**config.mk**
```make
export PLATFORM = sky130hd
export DESIGN_NAME = tick_generator
export DESIGN_NICKNAME = d
export VERILOG_FILES = /design/src/rtl/tick_generator.sv
export SDC_FILE = /design/constraint.sdc
export NUM_CORES = 1
export LEC_CHECK = 0
export ABC_CLOCK_PERIOD_IN_PS = 2800
export CAP_MARGIN = 10
export CORE_MARGIN = 1.5
export CORE_UTILIZATION = 45
export CTS_BUF_LIST = sky130_fd_sc_hd__clkbuf_16
export DETAILED_ROUTE_END_ITERATION = 10
export DONT_BUFFER_PORTS = 1
export MAX_ROUTING_LAYER = met4
export PLACE_DENSITY = 0.6
export SLEW_MARGIN = 20
export SYNTH_ARGS = -nofsm -noshare
export SYNTH_HDL_FRONTEND = slang
export SYNTH_SLANG_ARGS = --single-unit
```
**constraint.sdc**
```tcl
create_clock -name CLOCK_50M -period 2.8 [get_ports CLOCK_50M]
set_input_delay 0.56 -clock CLOCK_50M [delete_from_list [all_inputs] [get_ports CLOCK_50M]]
set_output_delay 0.56 -clock CLOCK_50M [all_outputs]
set_load 0.01 [all_outputs]
```
**src/rtl/tick_generator.sv**
```systemverilog
// tick_generator: divides CLOCK_50M into a base tick and a level-dependent
// fall tick. Both are single-cycle clock enables. Square-wave phase outputs
// are provided for slow-clock consumers.
module tick_generator #(
  parameter int BASE_DIV     = 5000000,
  parameter int BASE_W       = 23,
  parameter int FALL_DIV0    = 10,
  parameter int FALL_DIV_MIN = 1,
  parameter int LEVEL_W      = 4
) (
  input  logic               CLOCK_50M,
  input  logic               reset,
  input  logic               enable,
  input  logic               restart,
  input  logic [LEVEL_W-1:0] level,
  input  logic               soft_drop,
  output logic               base_tick,
  output logic               fall_tick,
  output logic               base_phase,
  output logic               fall_phase
);

  // fall counter only needs to reach FALL_DIV0-1; keep at least one bit
  localparam int FALL_W = (FALL_DIV0 > 1) ? $clog2(FALL_DIV0) : 1;
  // divisor width has one spare bit so div_eff-1 cannot wrap
  localparam int DIV_W  = $clog2(FALL_DIV0 + 1) + 1;
  // comparison width large enough for both the level and the divisor
  localparam int CMP_W  = ((DIV_W > LEVEL_W) ? DIV_W : LEVEL_W) + 1;

  localparam logic [CMP_W-1:0]  HEADROOM  = CMP_W'(FALL_DIV0 - FALL_DIV_MIN);
  localparam logic [CMP_W-1:0]  DIV0_X    = CMP_W'(FALL_DIV0);
  localparam logic [DIV_W-1:0]  DIV_MIN   = DIV_W'(FALL_DIV_MIN);
  localparam logic [BASE_W-1:0] BASE_LAST = BASE_W'(BASE_DIV - 1);

  logic [BASE_W-1:0] r_base_cnt;
  logic [FALL_W-1:0] r_fall_cnt;
  logic [CMP_W-1:0]  w_level_x;
  logic [DIV_W-1:0]  w_div_eff;
  logic              w_base_wrap;
  logic              w_fall_hit;

  assign w_level_x = CMP_W'(level);

  // effective fall divisor: soft drop or a high level clamps to the floor;
  // the subtraction only happens when level is below the headroom, so no underflow
  always_comb begin
    w_div_eff = DIV_MIN;
    if (!soft_drop && (w_level_x < HEADROOM))
      w_div_eff = DIV_W'(DIV0_X - w_level_x);
  end

  assign w_base_wrap = (r_base_cnt == BASE_LAST);
  // >= compare lets a lowered divisor fire on the very next base wrap
  assign w_fall_hit  = (DIV_W'(r_fall_cnt) >= (w_div_eff - DIV_W'(1)));

  // counters, registered tick pulses and phase toggles
  always_ff @(posedge CLOCK_50M or posedge reset) begin
    if (reset) begin
      r_base_cnt <= '0;
      r_fall_cnt <= '0;
      base_tick  <= 1'b0;
      fall_tick  <= 1'b0;
      base_phase <= 1'b0;
      fall_phase <= 1'b0;
    end else if (restart) begin
      r_base_cnt <= '0;
      r_fall_cnt <= '0;
      base_tick  <= 1'b0;
      fall_tick  <= 1'b0;
      base_phase <= 1'b0;
      fall_phase <= 1'b0;
    end else if (enable) begin
      fall_tick <= 1'b0;
      if (w_base_wrap) begin
        r_base_cnt <= '0;
        base_tick  <= 1'b1;
        base_phase <= ~base_phase;
        if (w_fall_hit) begin
          r_fall_cnt <= '0;
          fall_tick  <= 1'b1;
          fall_phase <= ~fall_phase;
        end else begin
          r_fall_cnt <= r_fall_cnt + FALL_W'(1);
        end
      end else begin
        r_base_cnt <= r_base_cnt + BASE_W'(1);
        base_tick  <= 1'b0;
      end
    end else begin
      // paused: counts and phases hold, no pulses, no catch-up later
      base_tick <= 1'b0;
      fall_tick <= 1'b0;
    end
  end

endmodule

```
==> summary.md, run 1 <==
| Metric | Value |
|---|---|
| Status | finished clean |
| Synth Cell Area | between 0.0015 and 0.002 mm² |
| Die Wd | slightly below 70 µm |
| Critical Path Start Type | input pin |
| CTS Sinks | 31 |
| Final nets | 218 |
| Post-synth top area share | 0.406 |
| Share of cells above drive strength 1 | 0.0955 |
| Skew-Pair Late Insertion Delay | roughly 0.27 ns |
| Period utilization | 0.930 |
| Die ar. | between 0.004 and 0.005 mm² |
| Placed instance area | roughly 0.0019 mm² |
| Placer Congestion | around 0.90 |
| Port Buffers | 0 |
| DRT antenna net count | 0 |
| Async S/R FF share, synth | 1.00 |
| Peak supply drop | 0.319 mV |
| Crit path max fanout | 4 |
| Total I/O pin count | 13 |
| DRT Wirelength | 3660 µm |
| Reg clk slew, reported paths | roughly 0.050 ns |
| Slew headroom | 0.444 |
| Detailed Place HPWL | around 2700 µm |
| CORE AREA | roughly 0.004 mm² |
| GR Overflow Total | 0 |
| CTS hold repair buffers | 0 |
| RSZ-0062 raised after global routing | no |
| H-tree depth | 2 |
| Post-synth top area cell | dfrtp_1 |
| Switch share | 0.204 |
| First-pass GRT wire length | 6350 µm |
| Most common cell in the netlist | nor2_1 |
| Flip-flop and latch area | between 700 and 800 µm² |
| Synth area leaders | dfrtp_1 41%, xor2_1 9.6%, nor2_1 6.9% |
| Final Hold Viols | 0 |
| Max Transition Viols Final | 0 |
| Top_reg_cell synth | dfrtp_1 |
| Sequential power share | 0.458 |
| Initial Util | 0.475 |
| Comb pwr share | 0.056 |
| Internal power | 0.000788 W |
| Skew final | between 0.003 and 0.004 ns |
| Via count | between 1k and 1.5k |
| Largest net degree at the start of global routing | 17 |
| Maximum buffer depth of the clock tree | 2 |
| Inserted Clock Buffers | 5 |
| Max-cap viol count | 0 |
| Initial antenna violation count | 0 |
| 1st-iter DRT viols | 70 |
| EDFF count, synth | 0 |
| Hold slack | roughly 0.24 ns |
| Vias in the first global route | roughly 1.4k |
| Diodes inserted | 0 |
| Post-route cell area | between 0.002 and 0.0025 mm² |
| CTS resizes | 0 |
| Mapped Nets | between 200 and 250 |
| Distinct cells, synth | 43 |
| Pwr Density | ~480 mW/mm² |
| Number of fill cells | between 300 and 400 |
| Clock power share | 0.486 |
| Crit path time final | ~2.6 ns |
| Worst-margin pin slew | roughly 0.82 ns |
| Worst Path Required | 2.95 ns |
| Wire per inst | ~15 µm |
| Postcts setup bufs | 0 |
| All-Layer GR Usage | 0.190 |
| CTS tree | yes |
| CTS root buf | clkbuf_16 |
| Yosys reg bits | 31 |
| # rows | 23 |
| Commonest cells post-synth | 35 x nor2_1, 31 x dfrtp_1, 21 x xor2_1, 11 x nand2_1, 11 x nand4_1 |
| Fmax | 384 MHz |
| Sequential cell area fraction in the yosys report | 0.406 |
| Total power | approximately 0.00099 W |
| Drt pass-1 iters | 4 |
| Area Growth Syn to Fin | 8.18% |
| Setup TNS | 0 ns |
| Die height | 68.2 µm |
| Leakage | 0.879 nW |
| Synth Instances | 198 |
| NetSw | just over 0.0002 W |
| Yosys warns | 0 |
| Endpoint class of the critical path | flop |
| Worst Hold Class | in -> async |
| Drt via density | 5.64 |
| Worst EP arrival | 2.76 ns |
| Final Setup Violations | 0 |
| Post-synthesis area per instance | ~9.7 µm² |
| Multi-input gate area | approximately 0.0011 mm² |
| Post-route DRC | 0 |
| Crit Path Class | in -> reg |
-- metal layers --
layer / share of wire / GRT usage
met5: 0 / -
met4: 0.020 / 0.0900
met3: 0.033 / 0.0461
met2: 0.48 / 0.296
met1: 0.47 / 0.231
-- per-stage QoR --
stage	utilization	std cells	setup slack, ns
after floorplan	-	198	0.125
after CTS	0.513	249	0.218
final	0.513	249	0.197
after global placement	0.481	243	0.0474
after global routing	0.513	249	0.0697
after detailed placement	0.481	243	-0.0709
-- layout make-up --
type	instances	share of cell area
Clock buffer	5	0.0605
Multi-Input combinational cell	152	0.509
Clock inverter	1	0.00181
Sequential cell	31	0.375
Inverter	7	0.0127
Tap cell	50	0.0302
Timing Repair Buffer	3	0.0109
-- power groups by stage --
stage	registers [W]	clock network, W	logic, W
CTS	0.000454	0.000495	0.0000565
finish	0.000454	0.000481	0.0000553
global placement	0.000461	0	0.0000537
floorplan	0.000460	0	0.0000475
global route	0.000454	0.000511	0.0000636
detailed placement	0.000461	0	0.0000560
-- worst max-delay path: stages --
cell      delay, ns
inv_1          0.07
ha_1           0.19
nand2b_1       0.06
a21oi_1        0.23
and2_1         0.19
ha_1           0.18
xor2_1         0.15
ha_1           0.24
o21a_1         0.16
o32ai_1        0.13
a21oi_1        0.09
and3_4         0.20
mux2_4         0.29
-- registers in the layout, indices dropped and copies added, names as in the netlist --
signal and count:
fall_phase 1, base_tick 1, base_phase 1, r_base_cnt 23, fall_tick 1, r_fall_cnt 4
-- final timing paths --
| path | startpoint | end | slack, ns | cells past startpoint |
|---|---|---|---|---|
| setup / recovery | level[0] | fall_phase | 0.20 | 13 |
| hold / removal | reset | r_base_cnt[22] | 0.24 | 1 |
| setup reg to reg | r_base_cnt[13] | fall_phase | 0.55 | 5 |
| hold reg to reg | r_base_cnt[5] | r_base_cnt[5] | 0.55 | 2 |
| max in group asynchronous | reset | r_base_cnt[4] | 1.91 | 2 |
| min in group CLOCK_50M | restart | r_fall_cnt[3] | 0.35 | 1 |
-- kinds of logic (layout without fill, tap and decap cells) --
family,after synthesis,after routing,share of synthesized area
flip-flops,31,31,0.406
XOR/XNOR,24,24,0.110
AND/OR/NAND/NOR,100,100,0.302
AO/OA/AOI/OAI,15,15,0.0556
adder cells (fa/ha/maj),9,9,0.0589
multiplexers,4,4,0.0242
buffers and inverters,15,16,0.0438
-- placed cells by master (no fill, tap or decap), types with 2 or more instances in the layout --
| cell type | synthesis | layout |
|---|---|---|
| xor2_1 | 21 | 21 |
| nand3_1 | 8 | 8 |
| and4_1 | 3 | 3 |
| nand4_1 | 11 | 11 |
| nor2_1 | 35 | 35 |
| mux2i_1 | 2 | 2 |
| and2_1 | 6 | 6 |
| o21ai_0 | 2 | 2 |
| nor4_2 | 2 | 2 |
| o32ai_1 | 2 | 2 |
| inv_1 | 7 | 8 |
| dfrtp_1 | 31 | 31 |
| nand2b_1 | 5 | 5 |
| nand2_1 | 11 | 11 |
| nand4b_1 | 4 | 4 |
| nor4b_1 | 2 | 2 |
| and3_1 | 3 | 3 |
| a21oi_1 | 3 | 3 |
| nand3b_1 | 2 | 2 |
| clkbuf_16 | 0 | 5 |
| buf_4 | 2 | 3 |
| xnor2_1 | 3 | 3 |
| ha_1 | 9 | 9 |
Note: power is estimated with default switching activity, not from simulation.
==> run 2: changes to the inputs <==
--- a/config.mk
+++ b/config.mk
@@ -14,7 +14,7 @@
 export DONT_BUFFER_PORTS = 1
 export MAX_ROUTING_LAYER = met4
 export PLACE_DENSITY = 0.6
-export SLEW_MARGIN = 20
+export RECOVER_POWER = 25
 export SYNTH_ARGS = -nofsm -noshare
 export SYNTH_HDL_FRONTEND = slang
 export SYNTH_SLANG_ARGS = --single-unit
==> summary.md, run 2 (same netlist as run 1, synthesis figures left out) <==
| Metric | Value |
|---|---|
| Fmax | 384 MHz (about the same) |
| Placer Congestion | 0.901 (unchanged) |
| Initial Util | 0.475 (unchanged) |
| DRT Wirelength | 3650 µm (-0.25%) |
| Final Hold Viols | 0 (unchanged) |
| Setup TNS | 0 ns (unchanged) |
| Post-route DRC | 0 (unchanged) |
| Largest stage delay, worst path | 0.29 ns (about the same) |
| Total power | 0.000989 W (-0.16%) |
| CTS resizes | 0 (unchanged) |
| 1st-iter DRT viols | 69 (-1.4%) |
| Most frequent CP cell | ha_1 |
| Skew final | 0.00374 ns (-0.0000135 ns) |
| Drt pass-1 iters | 4 (unchanged) |
| Drt via density | 5.61 (-0.43%) |
| Critical Path Start Type | input pin |
| Crit Path Class | in -> reg |
| CP delay by family, top | adder cells |
| Detailed Place HPWL | 2700 µm (unchanged) |
| Biggest regs | r_base_cnt x23, r_fall_cnt x4 |
| Worst Hold Class | in -> async |
| Endpoint class of the critical path | flop |
| Max reg flops | 23 (unchanged) |
| Die ar. | 0.00465 mm² (unchanged) |
| CP max-delay cell | mux2_4 |
| CTS hold repair buffers | 0 (unchanged) |
| Initial antenna violation count | 0 (unchanged) |
| Fin cells | 249 (unchanged) |
| Die Wd | 68.2 µm (unchanged) |
| CTS root buf | clkbuf_16 |
| Postcts setup bufs | 0 (unchanged) |
| First-pass GRT wire length | 6350 µm (unchanged) |
| Port Buffers | 0 (unchanged) |
| Peak supply drop | 0.318 mV (-0.33%) |
| WP buf/inv | 1 (unchanged) |
| Vias in the first global route | 1382 (unchanged) |
| Largest net degree at the start of global routing | 17 (unchanged) |
| All-Layer GR Usage | 0.190 (unchanged) |
| Pre-CTS WS | -0.0709 ns (unchanged) |
| Via count | 1398 (-0.43%) |
| GR Overflow Total | 0 (unchanged) |
| RSZ-0062 raised after global routing | no |
| CTS Sinks | 31 (unchanged) |
| Period utilization | 0.930 (about the same) |
| Worst EP arrival | 2.76 ns (about the same) |
| Max Transition Viols Final | 0 (unchanged) |
| Inserted Clock Buffers | 5 (unchanged) |
| Maximum buffer depth of the clock tree | 2 (unchanged) |
| Wire per inst | 14.7 µm (-0.25%) |
| CTS tree | yes |
| Critical path, cell by cell | inv_1 -> ha_1 -> nand2b_1 -> a21oi_1 -> and2_1 -> ha_1 -> xor2_1 -> ha_1 -> o21a_1 -> o32ai_1 -> a21oi_1 -> and3_4 -> mux2_4 |
| H-tree depth | 2 (unchanged) |
| Crit path max fanout | 4 (unchanged) |
| Final nets | 218 (unchanged) |
| Status | finished clean |
| Pwr Density | 479 mW/mm² (about the same) |
| Commonest non-fill, non-tap cell in the layout | nor2_1 |
| Die height | 68.2 µm (unchanged) |
| Final Setup Violations | 0 (unchanged) |
| Slew headroom | 0.444 (about the same) |
| Largest register by flop count | r_base_cnt |
| Total I/O pin count | 13 (unchanged) |
| Skew-Pair Late Insertion Delay | 0.27 ns (about the same) |
| DRT antenna net count | 0 (unchanged) |
| Leakage | 0.876 nW (-0.41%) |
| CORE AREA | 0.00403 mm² (unchanged) |
| Number of fill cells | 372 (unchanged) |
| Dpl cells | 243 (unchanged) |
| Most frequent cells in the layout | 35 x nor2_1, 31 x dfrtp_1, 21 x xor2_1 |
| Crit path time final | 2.60 ns (+0.000778 ns) |
| Setup ws final | 0.196 ns (-0.000778 ns) |
| Diodes inserted | 0 (unchanged) |
| Area Growth Syn to Fin | 7.98% |
| Worst Path Required | 2.95 ns (about the same) |
| Share of cells above drive strength 1 | 0.0905 (-0.00503) |
| Max-cap viol count | 0 (unchanged) |
| # rows | 23 (unchanged) |
| Worst-margin pin slew | 0.822 ns (-0.000373 ns) |
| Reg clk slew, reported paths | 0.05 ns (about the same) |
-- run 2: cell types whose count changed in the layout (fill, tap and decap cells not counted) --
cell      previous run  this run
buf_4                3         2
clkbuf_1             0         1
-- run 2: worst paths after layout --
| kind | to | slack, ns | depth (start not counted) | from |
|---|---|---|---|---|
| worst max-delay path | fall_phase | 0.20 | 13 | level[0] |
| worst min-delay path | r_base_cnt[22] | 0.24 | 1 | reset |
| worst max register to register | fall_phase | 0.55 | 5 | r_base_cnt[13] |
| worst min register to register | r_base_cnt[1] | 0.55 | 1 | r_base_cnt[1] |
| max in group asynchronous | r_base_cnt[4] | 1.40 | 2 | reset |
| min in group CLOCK_50M | r_fall_cnt[3] | 0.35 | 1 | restart |
-- run 2: final cells by class --
class	instances	area, µm²	share of cell area
clock buffers	5	125	0.0606
repair buffers	3	18.8	0.00909
flip-flops and latches	31	776	0.376
multi-input cells	152	1050	0.510
clock inverters	1	3.75	0.00182
inverters	7	26.3	0.0127
well taps	50	62.6	0.0303
-- run 2: where the power goes --
part / internal (W) / total, W / switching, W
clock: 0.000314 / 0.000480 / 0.000166
combinational: 0.0000220 / 0.0000546 / 0.0000326
sequential: 0.000452 / 0.000454 / 0.00000212
-- run 2: metrics by stage --
stage / util / cell area, µm² / hold slack (ns)
6_report: 0.512 / 2060 / 0.245
5_1_grt: 0.512 / 2060 / 0.299
4_1_cts: 0.513 / 2070 / 0.266
3_5_place_dp: 0.481 / 1940 / 0.539
3_3_place_gp: 0.481 / 1940 / 0.523
2_1_floorplan: - / 1910 / 0.501
-- run 2: layer usage --
| metal | vias to the layer above | track usage | share of wire |
|---|---|---|---|
| li1 | 698 | - | - |
| met1 | 668 | 0.231 | 0.47 |
| met2 | 23 | 0.296 | 0.48 |
| met3 | 9 | 0.0461 | 0.035 |
| met4 | 0 | 0.0900 | 0.020 |
| met5 | - | - | 0 |
-- run 2: worst register-to-register path, delay by kind of cell (launching register included) --
kind	cells	cell delay, ns
flops	1	0.48
mux	1	0.29
simple gates	4	1.36
==> run 3: changes to the inputs <==
--- a/config.mk
+++ b/config.mk
@@ -7,6 +7,7 @@
 export LEC_CHECK = 0
 export ABC_CLOCK_PERIOD_IN_PS = 2800
 export CAP_MARGIN = 10
+export CORE_ASPECT_RATIO = 1.2
 export CORE_MARGIN = 1.5
 export CORE_UTILIZATION = 45
 export CTS_BUF_LIST = sky130_fd_sc_hd__clkbuf_16
==> summary.md, run 3 (same netlist as run 1, synthesis figures left out) <==
| Metric | Value |
|---|---|
| Detailed Place HPWL | 2730 µm (+1.1%) |
| Diodes inserted | 0 (unchanged) |
| Leakage | 0.885 nW (+1.1%) |
| Die height | 74.4 µm (+9.1%) |
| Initial antenna violation count | 0 (unchanged) |
| Die Wd | 62.5 µm (-8.3%) |
| Final nets | 217 (-0.46%) |
| CTS hold repair buffers | 0 (unchanged) |
| Skew-Pair Late Insertion Delay | 0.27 ns (about the same) |
| Via count | 1412 (+1.0%) |
| Fin cells | 254 (+2.0%) |
| Initial Util | 0.478 (+0.00297) |
| Worst EP arrival | 2.75 ns (about the same) |
| H-tree depth | 2 (unchanged) |
| Crit path time final | 2.60 ns (-0.00765 ns) |
| Largest register by flop count | r_base_cnt |
| Skew final | 0.00608 ns (+0.00234 ns) |
| Final Hold Viols | 0 (unchanged) |
| All-Layer GR Usage | 0.186 (-0.00325) |
| Worst Path Required | 2.96 ns (about the same) |
| Pwr Density | 525 mW/mm² (+9.6%) |
| Commonest non-fill, non-tap cell in the layout | nor2_1 |
| Wire per inst | 14.4 µm (-1.9%) |
| Final Setup Violations | 0 (unchanged) |
| Period utilization | 0.927 (-0.00273) |
| Die ar. | 0.00465 mm² (about the same) |
| CTS resizes | 0 (unchanged) |
| GR Overflow Total | 0 (unchanged) |
| Postcts setup bufs | 0 (unchanged) |
| Pre-CTS WS | -0.0771 ns (-0.00627 ns) |
| CTS Sinks | 31 (unchanged) |
| Biggest regs | r_base_cnt x23, r_fall_cnt x4 |
| Drt via density | 5.56 (-0.99%) |
| Port Buffers | 0 (unchanged) |
| Setup TNS | 0 ns (unchanged) |
| Placer Congestion | 0.856 (-5.0%) |
| Inserted Clock Buffers | 5 (unchanged) |
| Most frequent cells in the layout | 35 x nor2_1, 31 x dfrtp_1, 21 x xor2_1 |
| CTS tree | yes |
| Post-route DRC | 0 (unchanged) |
| Total power | 0.00110 W (+11%) |
| Vias in the first global route | 1424 (+3.0%) |
| RSZ-0062 raised after global routing | no |
| Maximum buffer depth of the clock tree | 2 (unchanged) |
| Area Growth Syn to Fin | 9.69% |
| CTS root buf | clkbuf_16 |
| DRT antenna net count | 0 (unchanged) |
| First-pass GRT wire length | 6510 µm (+2.6%) |
| Slew headroom | 0.435 (-0.00905) |
| Max-cap viol count | 0 (unchanged) |
| Reg clk slew, reported paths | 0.05 ns (about the same) |
| R2R Setup Slk | 0.53 ns (-0.02 ns) |
| # rows | 25 (+8.7%) |
| Max Transition Viols Final | 0 (unchanged) |
| Worst Hold Class | in -> async |
| Endpoint class of the critical path | flop |
| Hold slack | 0.233 ns (-0.0122 ns) |
| Peak supply drop | 0.326 mV (+2.5%) |
| Crit path max fanout | 4 (unchanged) |
| Drt pass-1 iters | 4 (unchanged) |
| 1st-iter DRT viols | 56 (-19%) |
| CORE AREA | 0.00400 mm² (-0.62%) |
| Max reg flops | 23 (unchanged) |
| Status | finished clean |
| Crit Path Class | in -> reg |
| DRT Wirelength | 3650 µm (+0.11%) |
| Dpl cells | 246 (+1.2%) |
| Worst-margin pin slew | 0.847 ns (+0.0252 ns) |
| Total I/O pin count | 13 (unchanged) |
| Fmax | 385 MHz (+0.29%) |
| Largest net degree at the start of global routing | 21 (+4) |
| Critical Path Start Type | input pin |
| Number of fill cells | 396 (+6.5%) |
| Setup ws final | 0.204 ns (+0.00765 ns) |
| Share of cells above drive strength 1 | 0.0950 (+0.00455) |
## run 3: per-stage QoR
stage,area [µm²],utilization
2_1_floorplan,1910,-
3_3_place_gp,1940,0.484
3_5_place_dp,1940,0.484
4_1_cts,2100,0.525
5_1_grt,2100,0.524
6_report,2100,0.524
## run 3: layout make-up
class	instances	area (µm²)	area share
clock inverter	3	38.8	0.0185
clock buffer	5	125	0.0597
sequential	31	776	0.370
inverter	7	26.3	0.0125
tap	54	67.6	0.0322
timing repair buffer	2	11.3	0.00537
multi-input combinational	152	1050	0.502
## run 3: worst max-delay path: stages
cell      delay (ns)
inv_1           0.07
ha_1            0.20
nand2b_1        0.06
a21oi_1         0.22
nand2b_1        0.10
ha_1            0.23
xor2_1          0.17
ha_1            0.28
o21a_1          0.10
o32ai_1         0.07
a21oi_1         0.15
and3_4          0.24
mux2_4          0.30
## run 3: worst paths after layout
kind | from | endpoint | depth (start not counted)
hold reg to reg | r_base_cnt[1] | r_base_cnt[1] | 1
hold / removal | reset | r_base_cnt[21] | 1
setup reg to reg | r_base_cnt[16] | fall_phase | 5
min in group CLOCK_50M | restart | r_fall_cnt[3] | 1
setup / recovery | level[0] | fall_phase | 13
max in group asynchronous | reset | fall_tick | 2
## run 3: where the power goes
part           leakage, nW  switching, W  internal (W)
registers            0.432    0.00000234      0.000451
logic                0.372     0.0000323     0.0000212
clock network       0.0812      0.000180      0.000413
## run 3: per-layer routing
metal | wire length (µm) | vias up | share of wire | track usage
li1 | - | 698 | - | -
met1 | 1640 | 677 | 0.45 | 0.216
met2 | 1820 | 30 | 0.50 | 0.318
met3 | 129 | 7 | 0.035 | 0.0393
met4 | 60 | 0 | 0.016 | 0.0790
met5 | 0 | - | 0 | -
